**src/rtl/sequenciador_ula_pkg.sv**
```systemverilog
// ---------------------------------------------------------------------------
// ula_pkg
// Shared definitions for the ULA issue-side sequencer:
//   - 5-bit ULA operation codes (including the HOLD and PASSA_B codes)
//   - opcode / funct field constants of the decoded instruction
//   - sequencer FSM state encoding
//   - operand-B source select encoding and the helper that builds operand B
// ---------------------------------------------------------------------------
package ula_pkg;

   localparam int DATA_W = 32;
   localparam int CODE_W = 5;

   // ULA operation codes
   localparam logic [CODE_W-1:0] ULA_ADD     = 5'd0;
   localparam logic [CODE_W-1:0] ULA_SUB     = 5'd1;
   localparam logic [CODE_W-1:0] ULA_MULT    = 5'd2;
   localparam logic [CODE_W-1:0] ULA_DIV     = 5'd3;
   localparam logic [CODE_W-1:0] ULA_AND     = 5'd4;
   localparam logic [CODE_W-1:0] ULA_OR      = 5'd5;
   localparam logic [CODE_W-1:0] ULA_NAND    = 5'd6;
   localparam logic [CODE_W-1:0] ULA_NOR     = 5'd7;
   localparam logic [CODE_W-1:0] ULA_BEQ     = 5'd8;
   localparam logic [CODE_W-1:0] ULA_BNE     = 5'd9;
   localparam logic [CODE_W-1:0] ULA_BGT     = 5'd10;
   localparam logic [CODE_W-1:0] ULA_BLT     = 5'd11;
   localparam logic [CODE_W-1:0] ULA_SLT     = 5'd12;
   localparam logic [CODE_W-1:0] ULA_SLE     = 5'd13;
   localparam logic [CODE_W-1:0] ULA_SGE     = 5'd14;
   localparam logic [CODE_W-1:0] ULA_HOLD    = 5'd15;
   localparam logic [CODE_W-1:0] ULA_PASSA_B = 5'd31;

   // Opcodes
   localparam logic [5:0] OP_RTYPE = 6'h00;
   localparam logic [5:0] OP_BEQ   = 6'h04;
   localparam logic [5:0] OP_BNE   = 6'h05;
   localparam logic [5:0] OP_BGT   = 6'h06;
   localparam logic [5:0] OP_BLT   = 6'h07;
   localparam logic [5:0] OP_ADDI  = 6'h08;
   localparam logic [5:0] OP_ANDI  = 6'h0C;
   localparam logic [5:0] OP_ORI   = 6'h0D;
   localparam logic [5:0] OP_LUI   = 6'h0F;

   // R-type funct values
   localparam logic [5:0] FN_MULT = 6'h18;
   localparam logic [5:0] FN_DIV  = 6'h1A;
   localparam logic [5:0] FN_ADD  = 6'h20;
   localparam logic [5:0] FN_SUB  = 6'h22;
   localparam logic [5:0] FN_AND  = 6'h24;
   localparam logic [5:0] FN_OR   = 6'h25;
   localparam logic [5:0] FN_NAND = 6'h26;
   localparam logic [5:0] FN_NOR  = 6'h27;
   localparam logic [5:0] FN_SLT  = 6'h2A;
   localparam logic [5:0] FN_SLE  = 6'h2B;
   localparam logic [5:0] FN_SGE  = 6'h2C;

   typedef enum logic [1:0] {
      OCIOSO  = 2'd0,
      EXECUTA = 2'd1,
      CAPTURA = 2'd2,
      PRONTO  = 2'd3
   } estado_t;

   typedef enum logic [1:0] {
      SEL_B_REG  = 2'd0,
      SEL_B_SEXT = 2'd1,
      SEL_B_ZEXT = 2'd2,
      SEL_B_LUI  = 2'd3
   } sel_b_t;

   function automatic logic [DATA_W-1:0] monta_b(input sel_b_t      sel,
                                                 input logic [31:0] reg_b,
                                                 input logic [15:0] imm);
      logic [DATA_W-1:0] b;
      b = reg_b;
      case (sel)
         SEL_B_REG:  b = reg_b;
         SEL_B_SEXT: b = {{16{imm[15]}}, imm};
         SEL_B_ZEXT: b = {16'h0000, imm};
         SEL_B_LUI:  b = {imm, 16'h0000};
         default:    b = reg_b;
      endcase
      return b;
   endfunction

endpackage

```
**src/rtl/sequenciador_ula_decodifica.sv**
```systemverilog
// ---------------------------------------------------------------------------
// decodifica_ula
// Combinational opcode/funct decoder for the ULA sequencer.
// Ports:
//   opcode_i    [5:0]  instruction opcode
//   funct_i     [5:0]  R-type function field
//   codigo_o    [4:0]  ULA operation code (HOLD when not legal)
//   sel_b_o     [1:0]  operand-B source select
//   legal_o            opcode/funct pair is a supported instruction
//   eh_desvio_o        instruction is a branch (ULA zero becomes desvio)
// ---------------------------------------------------------------------------
module decodifica_ula
   import ula_pkg::*;
(
   input  logic [5:0]        opcode_i,
   input  logic [5:0]        funct_i,
   output logic [CODE_W-1:0] codigo_o,
   output sel_b_t            sel_b_o,
   output logic              legal_o,
   output logic              eh_desvio_o
);

   always_comb begin
      codigo_o    = ULA_HOLD;
      sel_b_o     = SEL_B_REG;
      legal_o     = 1'b0;
      eh_desvio_o = 1'b0;
      case (opcode_i)
         OP_RTYPE: begin
            legal_o = 1'b1;
            case (funct_i)
               FN_ADD:  codigo_o = ULA_ADD;
               FN_SUB:  codigo_o = ULA_SUB;
               FN_MULT: codigo_o = ULA_MULT;
               FN_DIV:  codigo_o = ULA_DIV;
               FN_AND:  codigo_o = ULA_AND;
               FN_OR:   codigo_o = ULA_OR;
               FN_NAND: codigo_o = ULA_NAND;
               FN_NOR:  codigo_o = ULA_NOR;
               FN_SLT:  codigo_o = ULA_SLT;
               FN_SLE:  codigo_o = ULA_SLE;
               FN_SGE:  codigo_o = ULA_SGE;
               default: begin
                  codigo_o = ULA_HOLD;
                  legal_o  = 1'b0;
               end
            endcase
         end
         OP_ADDI: begin
            codigo_o = ULA_ADD;
            sel_b_o  = SEL_B_SEXT;
            legal_o  = 1'b1;
         end
         OP_ANDI: begin
            codigo_o = ULA_AND;
            sel_b_o  = SEL_B_ZEXT;
            legal_o  = 1'b1;
         end
         OP_ORI: begin
            codigo_o = ULA_OR;
            sel_b_o  = SEL_B_ZEXT;
            legal_o  = 1'b1;
         end
         OP_LUI: begin
            codigo_o = ULA_PASSA_B;
            sel_b_o  = SEL_B_LUI;
            legal_o  = 1'b1;
         end
         OP_BEQ: begin
            codigo_o    = ULA_BEQ;
            legal_o     = 1'b1;
            eh_desvio_o = 1'b1;
         end
         OP_BNE: begin
            codigo_o    = ULA_BNE;
            legal_o     = 1'b1;
            eh_desvio_o = 1'b1;
         end
         OP_BGT: begin
            codigo_o    = ULA_BGT;
            legal_o     = 1'b1;
            eh_desvio_o = 1'b1;
         end
         OP_BLT: begin
            codigo_o    = ULA_BLT;
            legal_o     = 1'b1;
            eh_desvio_o = 1'b1;
         end
         default: begin
            codigo_o = ULA_HOLD;
            legal_o  = 1'b0;
         end
      endcase
   end

endmodule

```
**src/rtl/sequenciador_ula.sv**
```systemverilog
// ---------------------------------------------------------------------------
// sequenciador_ula
// Issue-side controller for the ULA. Accepts one decoded instruction over a
// valid/ready handshake, issues it to the ULA for exactly one cycle, captures
// the ULA's registered result one cycle later, and presents result plus
// branch/overflow/error flags over a second valid/ready handshake.
//
// State | meaning
// ------+---------------------------------------------------------------
// OCIOSO  | idle, in_ready=1, waiting for a request
// EXECUTA | ULA code driven; ULA registers its result at the end of it
// CAPTURA | ULA outputs valid, captured into the result registers
// PRONTO  | out_valid=1, results held until out_ready
//
// Ports:
//   clk, reset (sync, active-high)
//   in_valid/in_ready, opcode, funct, op_a, op_b, imm   request side
//   ula_controle, ula_a, ula_b                         drive to ULA
//   ula_saida, ula_zero, ula_overflow                  registered ULA outputs
//   out_valid/out_ready, resultado, desvio, overflow, erro   result side
// ---------------------------------------------------------------------------
module sequenciador_ula
   import ula_pkg::*;
(
   input  logic              clk,
   input  logic              reset,
   input  logic              in_valid,
   output logic              in_ready,
   input  logic [5:0]        opcode,
   input  logic [5:0]        funct,
   input  logic [DATA_W-1:0] op_a,
   input  logic [DATA_W-1:0] op_b,
   input  logic [15:0]       imm,
   output logic [CODE_W-1:0] ula_controle,
   output logic [DATA_W-1:0] ula_a,
   output logic [DATA_W-1:0] ula_b,
   input  logic [DATA_W-1:0] ula_saida,
   input  logic              ula_zero,
   input  logic              ula_overflow,
   output logic              out_valid,
   input  logic              out_ready,
   output logic [DATA_W-1:0] resultado,
   output logic              desvio,
   output logic              overflow,
   output logic              erro
);

   estado_t           estado_q;
   logic [CODE_W-1:0] ula_controle_q;
   logic [DATA_W-1:0] a_q;
   logic [DATA_W-1:0] b_q;
   logic              eh_desvio_q;
   logic [DATA_W-1:0] resultado_q;
   logic              desvio_q;
   logic              overflow_q;
   logic              erro_q;

   logic [CODE_W-1:0] codigo_d;
   sel_b_t            sel_b_d;
   logic              legal_d;
   logic              eh_desvio_d;
   logic [DATA_W-1:0] b_d;
   logic              emite_d;

   decodifica_ula u_decodifica (
      .opcode_i    (opcode),
      .funct_i     (funct),
      .codigo_o    (codigo_d),
      .sel_b_o     (sel_b_d),
      .legal_o     (legal_d),
      .eh_desvio_o (eh_desvio_d)
   );

   assign b_d = monta_b(sel_b_d, op_b, imm);

   // Divide by zero is rejected here rather than in the ULA so the ULA is
   // never issued an operation with an undefined result.
   assign emite_d = legal_d && !((codigo_d == ULA_DIV) && (op_b == '0));

   always_ff @(posedge clk) begin
      if (reset) begin
         estado_q       <= OCIOSO;
         ula_controle_q <= ULA_HOLD;
         a_q            <= '0;
         b_q            <= '0;
         eh_desvio_q    <= 1'b0;
         resultado_q    <= '0;
         desvio_q       <= 1'b0;
         overflow_q     <= 1'b0;
         erro_q         <= 1'b0;
      end else begin
         case (estado_q)
            OCIOSO: begin
               if (in_valid) begin
                  a_q         <= op_a;
                  b_q         <= b_d;
                  eh_desvio_q <= eh_desvio_d;
                  if (emite_d) begin
                     ula_controle_q <= codigo_d;
                     estado_q       <= EXECUTA;
                  end else begin
                     resultado_q <= '0;
                     desvio_q    <= 1'b0;
                     overflow_q  <= 1'b0;
                     erro_q      <= 1'b1;
                     estado_q    <= PRONTO;
                  end
               end
            end
            EXECUTA: begin
               // The ULA latches on this edge; the code must drop back to
               // HOLD so its registered outputs stay put until captured.
               ula_controle_q <= ULA_HOLD;
               estado_q       <= CAPTURA;
            end
            CAPTURA: begin
               resultado_q <= ula_saida;
               overflow_q  <= ula_overflow;
               desvio_q    <= eh_desvio_q & ula_zero;
               erro_q      <= 1'b0;
               estado_q    <= PRONTO;
            end
            PRONTO: begin
               if (out_ready) begin
                  estado_q <= OCIOSO;
               end
            end
            default: begin
               ula_controle_q <= ULA_HOLD;
               estado_q       <= OCIOSO;
            end
         endcase
      end
   end

   assign in_ready     = (estado_q == OCIOSO);
   assign out_valid    = (estado_q == PRONTO);
   assign ula_controle = ula_controle_q;
   assign ula_a        = a_q;
   assign ula_b        = b_q;
   assign resultado    = resultado_q;
   assign desvio       = desvio_q;
   assign overflow     = overflow_q;
   assign erro         = erro_q;

endmodule

```
**config.mk**
```make
export PLATFORM = sky130hd
export DESIGN_NAME = sequenciador_ula
export DESIGN_NICKNAME = d
export VERILOG_FILES = /design/src/rtl/sequenciador_ula_pkg.sv /design/src/rtl/sequenciador_ula_decodifica.sv /design/src/rtl/sequenciador_ula.sv
export SDC_FILE = /design/constraint.sdc
export NUM_CORES = 1
export LEC_CHECK = 0
export BUFFER_PORTS_ARGS = -buffer_cell sky130_fd_sc_hd__buf_2
export CORE_MARGIN = 2
export CORE_UTILIZATION = 42
export CTS_BUF_LIST = sky130_fd_sc_hd__clkbuf_8 sky130_fd_sc_hd__clkbuf_16
export DETAILED_ROUTE_END_ITERATION = 10
export PLACE_DENSITY = 0.82
export SETUP_SLACK_MARGIN = 0.5
export SYNTH_ARGS = -nofsm -noshare
export SYNTH_HDL_FRONTEND = slang
export SYNTH_HIERARCHICAL = 1
export SYNTH_SLANG_ARGS = --single-unit
```
**constraint.sdc**
```tcl
create_clock -name clk -period 2.4 [get_ports clk]
set_clock_uncertainty 0.2 [all_clocks]
set_input_delay 0 -clock clk [delete_from_list [all_inputs] [get_ports clk]]
set_output_delay 0 -clock clk [all_outputs]
set_load 0.02 [all_outputs]
```
==> results.json, run 1 <==
{
  "status": "complete, no violations",
  "fillers": 819,
  "wirelength_mm": 21.24,
  "hold_viol_final": 0,
  "io_pins": 236,
  "pwr-share-seq_pct": 34.4,
  "start_kind": "input pin",
  "worst_pin_slew_ns": 0.8608,
  "fp.dieH_um": 113.7,
  "p_int_mw": 4.059,
  "synth.yosys.seq_area_share_pct": 42.42,
  "synth_area_um2": 5050,
  "synth_compound_area_share_pct": 21.41,
  "cellPowerDensity_nw_per_um2": 779.9,
  "worstSetupStartpoint": "funct[1]",
  "postSynthAreaPerCell_um2": 8.278,
  "grt_pass1_wl_mm": 29.57,
  "layout.nets": 1097,
  "ys.flop_type": "dfxtp_1",
  "cts_sinks": 107,
  "r2r-end": "resultado[7]",
  "vias": 6309,
  "criticalPathCategory": "input pin to flop",
  "clk_latency_ns": 0.35,
  "h-tree-depth": 3,
  "post-dp-hpwl_mm": 11.71,
  "grt_usage_pct": 28.95,
  "cts_inserted_buffers": 9,
  "post_synth_num_cell_types": 51,
  "power.leakage_nw": 3.685,
  "synth_fp_nets": 744,
  "max_slew_margin_pct": 42.55,
  "yosys.area_share.adder_pct": 0.9911,
  "rr_worst_depth": 8,
  "pwr-share-comb_pct": 41.7,
  "drv_cap": 0,
  "core.rowCount": 40,
  "synth_edf_count": 0,
  "setup_viol": 0,
  "min-delay-path-class": "input pin to flop",
  "stdcell_count": 1114,
  "die_w_um": 113.7,
  "vias_per_cell": 5.663,
  "routabilityCongestion": 0.9223,
  "start_util_pct": 42.57,
  "fin_setup_tns_ns": 0,
  "power_switching_mw": 2.562,
  "slew_viol_final": 0,
  "synth_most_common_cell": "dfxtp_1",
  "synth_top_area_share_pct": 42.42,
  "pre_cts_ws_ns": -0.1592,
  "antenna_found_initial": 0,
  "clk_transition_reported_paths_ns": 0.07,
  "design.core.area_um2": 11860,
  "required_ns": 2.48,
  "drive_gt1_share_pct": 40.85,
  "cp-endpoint": "resultado[7]",
  "overflow": 0,
  "ant_nets": 0,
  "io_buffers": 235,
  "grt_start_max_net_pins": 75,
  "synth.area.top_cells": "dfxtp_1 (42%), a21oi_1 (7.1%), or3b_2 (5.9%)",
  "holdWs_ns": 0.02542,
  "clkPwrFrac_pct": 23.9,
  "synth_top_family_by_area": "simple AND/OR/NAND/NOR gates",
  "place_inst": 970,
  "synth_common_cells": "dfxtp_1 (107), nand2_1 (75), a21oi_1 (72)",
  "yosys_register_bits": 107,
  "rsz0062_at_grt": "yes",
  "fin_crit_ns": 2.266,
  "ys_warn_count": 6,
  "worst_setup_path_end_kind": "flop",
  "min_from": "opcode[4]",
  "synthXorXnorAreaFrac_pct": 0.1734,
  "cts_buffer_depth": 2,
  "grt_pass1_vias": 5928,
  "drc": 0,
  "arrival_ns": 2.34,
  "synth-simple-area-share_pct": 26.83,
  "die_area_um2": 12920,
  "num_antenna_cells": 0,
  "r2r_slack_ns": 0.26,
  "synth_mux_area_share_pct": 2.676,
  "p_sw_share_pct": 38.70,
  "vdd_drop_max_uv": 519.6,
  "fmax_ghz": 0.4413,
  "r2r_start": "estado_q[1]",
  "cts-root-buf": "clkbuf_16",
  "cp_max_fo": 9,
  "period_share_pct": 94.42,
  "synth_cells": 610,
  "cts_tree": "done",
  "yosysTopAreaCell": "dfxtp_1",
  "area_growth_pct": 68.11,
  "drt_iter0_drc": 524,
  "drt_pre_antenna_iters": 5,
  "setup_ws_ns": 0.1339,
  "ys_async_sr_fraction_pct": 0,
  "wl_per_cell_um": 19.06
}
-- through the flow --
stage | utilization (%) | total power [mW] | instance area, um2
after CTS | 67.91 | 6.396 | 8055
after global routing | 71.57 | 6.948 | 8489
after global placement | 54.97 | 4.619 | 6520
final | 71.57 | 6.621 | 8489
after floorplan | - | 3.766 | 5079
after detailed placement | 54.97 | 4.647 | 6520
-- logic make-up (layout without fill, tap and decap cells) --
logic type | after synthesis | in the layout
simple gates | 255 | 255
compound gates | 167 | 167
flops | 107 | 107
buf+inv | 63 | 420
mux | 13 | 13
fa+ha+maj | 4 | 4
xor+xnor | 1 | 1
-- worst min path at each step --
stage / slack [ns] / endpoint / cells past startpoint
floorplan: -0.06 / ula_a[0] / 2
global placement: 0.04 / ula_a[22] / 3
detailed placement: 0.05 / ula_a[6] / 3
CTS: 0.02 / eh_desvio_q / 6
global route: 0.07 / eh_desvio_q / 6
finish: 0.03 / eh_desvio_q / 6
-- cell type report --
| class | instances | area, um2 | share of cell area [%] |
|---|---|---|---|
| Multi-Input combinational cell | 440 | 2995 | 35.28 |
| Timing Repair Buffer | 398 | 2835 | 33.40 |
| Sequential cell | 107 | 2142 | 25.23 |
| Clock buffer | 9 | 225.2 | 2.653 |
| Tap cell | 147 | 183.9 | 2.167 |
| Clock inverter | 6 | 81.33 | 0.9580 |
| Inverter | 7 | 26.28 | 0.3095 |
-- placed cells by master, fill, tap and decap left out, types with 5 or more instances in the layout --
cell type / Yosys / final
nor3_1: 40 / 37
a21oi_2: 0 / 29
nor4_1: 11 / 9
dlygate4sd3_1: 0 / 117
or3b_4: 0 / 27
dfxtp_1: 107 / 107
o211ai_1: 33 / 33
inv_1: 7 / 8
buf_2: 3 / 233
mux2i_1: 12 / 12
nor2_1: 53 / 52
buf_4: 0 / 34
and3_1: 12 / 12
clkbuf_16: 0 / 12
a21oi_1: 72 / 43
nand2_1: 75 / 74
a211oi_1: 27 / 25
or3b_2: 34 / 7
buf_12: 0 / 5
-- power groups by stage --
stage          sequential [mW]  combinational (mW)  clock (mW)
2_1_floorplan             2.67                1.10           0
3_3_place_gp              2.28                2.34           0
3_5_place_dp              2.30                2.35           0
4_1_cts                   2.26                2.54        1.60
5_1_grt                   2.31                2.95        1.68
6_report                  2.28                2.76        1.58
-- critical path, cell delays in order --
cell       delay [ns]
buf_6            0.10
mux2_4           0.29
a311o_1          0.35
a21oi_2          0.16
o21ai_2          0.07
and4bb_2         0.23
nand4_1          0.13
nor4_4           0.06
buf_6            0.16
clkbuf_16        0.17
or3b_2           0.47
a21oi_1          0.15
-- state kept, by name, summed over array words and instances, names as in the netlist --
| register | cells |
|---|---|
| ula_b | 32 |
| erro | 1 |
| eh_desvio_q | 1 |
| desvio | 1 |
| resultado | 32 |
| ula_controle | 5 |
| ula_a | 32 |
| estado_q | 2 |
| overflow | 1 |
-- metal layers --
metal / part of all wire (%) / up-vias / track usage [%]
li1: - / 2920 / -
met1: 36 / 2914 / 32.91
met2: 50 / 381 / 49.58
met3: 8.5 / 94 / 7.811
met4: 5.0 / 0 / 15.61
met5: 0 / - / 0
-- timing repair --
action,4_1_cts,5_1_grt
pin swaps,6,36
endpoints found under the hold margin,101,0
gates cloned,0,6
endpoints found under the setup margin,56,62
gates resized for setup,11,85
hold buffers,117,0
setup buffers,2,4
No activity file was read; power rests on OpenSTA's default activity.
==> run 2: changes to the inputs <==
- CORE_MARGIN: 2 -> 3
==> results.json, run 2 (synthesis gave the netlist of run 1 again) <==
{
  "clk_latency_ns": 0.34,
  "power.leakage_nw": 3.774,
  "slew_viol_final": 0,
  "p_sw_share_pct": 39.12,
  "final_area_um2": 8693,
  "cts_buffer_depth": 2,
  "pwr-share-seq_pct": 34.7,
  "worst_setup_path_end_kind": "flop",
  "wl_per_cell_um": 19.23,
  "cts_inserted_buffers": 9,
  "cellPowerDensity_nw_per_um2": 754.6,
  "placed_area_um2": 6462,
  "hold_viol_final": 0,
  "antenna_found_initial": 1,
  "top_usage_layer": "met2",
  "drt_pre_antenna_iters": 5,
  "cts-root-buf": "clkbuf_16",
  "power_switching_mw": 2.566,
  "cpMaxStageDelayCell": "or3b_2",
  "period_share_pct": 96.75,
  "design.core.area_um2": 11560,
  "start_util_pct": 43.67,
  "criticalPathCategory": "input pin to flop",
  "vias": 6413,
  "setup_viol": 0,
  "cts_sinks": 107,
  "area_growth_pct": 72.15,
  "grt_start_max_net_pins": 66,
  "io_pins": 236,
  "final_cell_mix": "buf_2 (230), dlygate4sd3_1 (117), dfxtp_1 (107)",
  "drt_iter0_drc": 569,
  "rr_worst_depth": 10,
  "grt_util_met2_pct": 50.93,
  "arrival_ns": 2.37,
  "die_area_um2": 13370,
  "start_kind": "input pin",
  "p_int_mw": 3.994,
  "min-delay-path-class": "input pin to flop",
  "hold_depth": 2,
  "cp_common_cell": "a21oi_1",
  "grt_pass1_wl_mm": 31.52,
  "vdd_drop_max_uv": 501.0,
  "clk_transition_reported_paths_ns": 0.07,
  "drive_gt1_share_pct": 40.16,
  "fmax_ghz": 0.4307,
  "path_cells": "buf_8, mux2_4, a311o_1, a21oi_1, o21ai_1, and4bb_2, nand4_1, nor4_4, buf_6, buf_12, or3b_2, a21oi_1",
  "io_buffers": 235,
  "grt_use_met3_pct": 8.042,
  "worst_pin_slew_ns": 0.8014,
  "fin_setup_tns_ns": 0,
  "grt_usage_pct": 29.50,
  "pwr-share-comb_pct": 41.8,
  "h-tree-depth": 3,
  "wirelength_mm": 21.68,
  "max_stage_delay_ns": 0.47,
  "fp.dieH_um": 115.7,
  "status": "complete, no violations",
  "overflow": 0,
  "layout.nets": 1110,
  "post-dp-hpwl_mm": 11.69,
  "die_w_um": 115.7,
  "grt_pass1_vias": 6170,
  "cp_max_fo": 9,
  "clkPwrFrac_pct": 23.6,
  "grt_use_met1_pct": 33.27,
  "vias_per_cell": 5.690,
  "core.rowCount": 39,
  "final_common_cell": "buf_2",
  "ant_nets": 0,
  "rsz0062_at_grt": "yes",
  "required_ns": 2.45,
  "place_inst": 959,
  "total_power_mw": 6.560,
  "cts_tree": "done",
  "drv_cap": 0,
  "max_slew_margin_pct": 46.57,
  "drc": 0,
  "stdcell_count": 1127,
  "fin_crit_ns": 2.322,
  "routabilityCongestion": 0.8891
}
run 2: worst paths after layout:
check,startpoint,end,slack (ns)
worst min register to register,ula_a[5],ula_a[5],0.25
worst max register to register,estado_q[0],resultado[29],0.18
worst min-delay path,reset,resultado[6],0.07
worst max-delay path,funct[1],resultado[30],0.08
run 2: metrics by stage:
stage          utilization, %  setup slack [ns]  hold slack (ns)
2_1_floorplan               -            0.1822         -0.06398
3_3_place_gp            55.88          -0.09887          0.04086
3_5_place_dp            55.88           -0.1643          0.04557
4_1_cts                 71.67            0.2048          0.01119
5_1_grt                 75.13          0.002962          0.06683
6_report                75.17           0.07805          0.06833
run 2: metal layers:
layer  part of all wire [%]  wire length [um]
met5                      0                 0
met4                    5.6              1214
met3                    8.7              1880
met2                     49             10630
met1                     37              7949
run 2: area by class of cell:
type	count	area, um2
diodes	3	7.507
repair buffers	411	3127
clock buffers	10	239.0
flip-flops and latches	107	2142
inverters	7	26.28
fillers	780	2872
clock inverters	6	71.32
multi-input cells	440	2902
well taps	143	178.9
run 2: repair_timing:
action	4_1_cts	5_1_grt
resized for setup	32	58
hold buffers	117	0
cloned	5	4
setup buffers	11	12
hold endpoints to repair	101	0
pin swaps	17	52
setup endpoints to repair	89	104
run 2: power groups by stage:
stage / Clock, mW / Sequential, mW / Combinational (mW)
3_5_place_dp: 0 / 2.29 / 2.32
6_report: 1.55 / 2.27 / 2.74
4_1_cts: 1.56 / 2.26 / 2.53
5_1_grt: 1.65 / 2.31 / 2.95
3_3_place_gp: 0 / 2.29 / 2.29
2_1_floorplan: 0 / 2.67 / 1.10
run 2: critical path, delay by kind of cell:
family	cells	cell delay, ns
compound gates	4	0.77
buf+inv	3	0.42
mux	1	0.28
simple gates	4	0.89
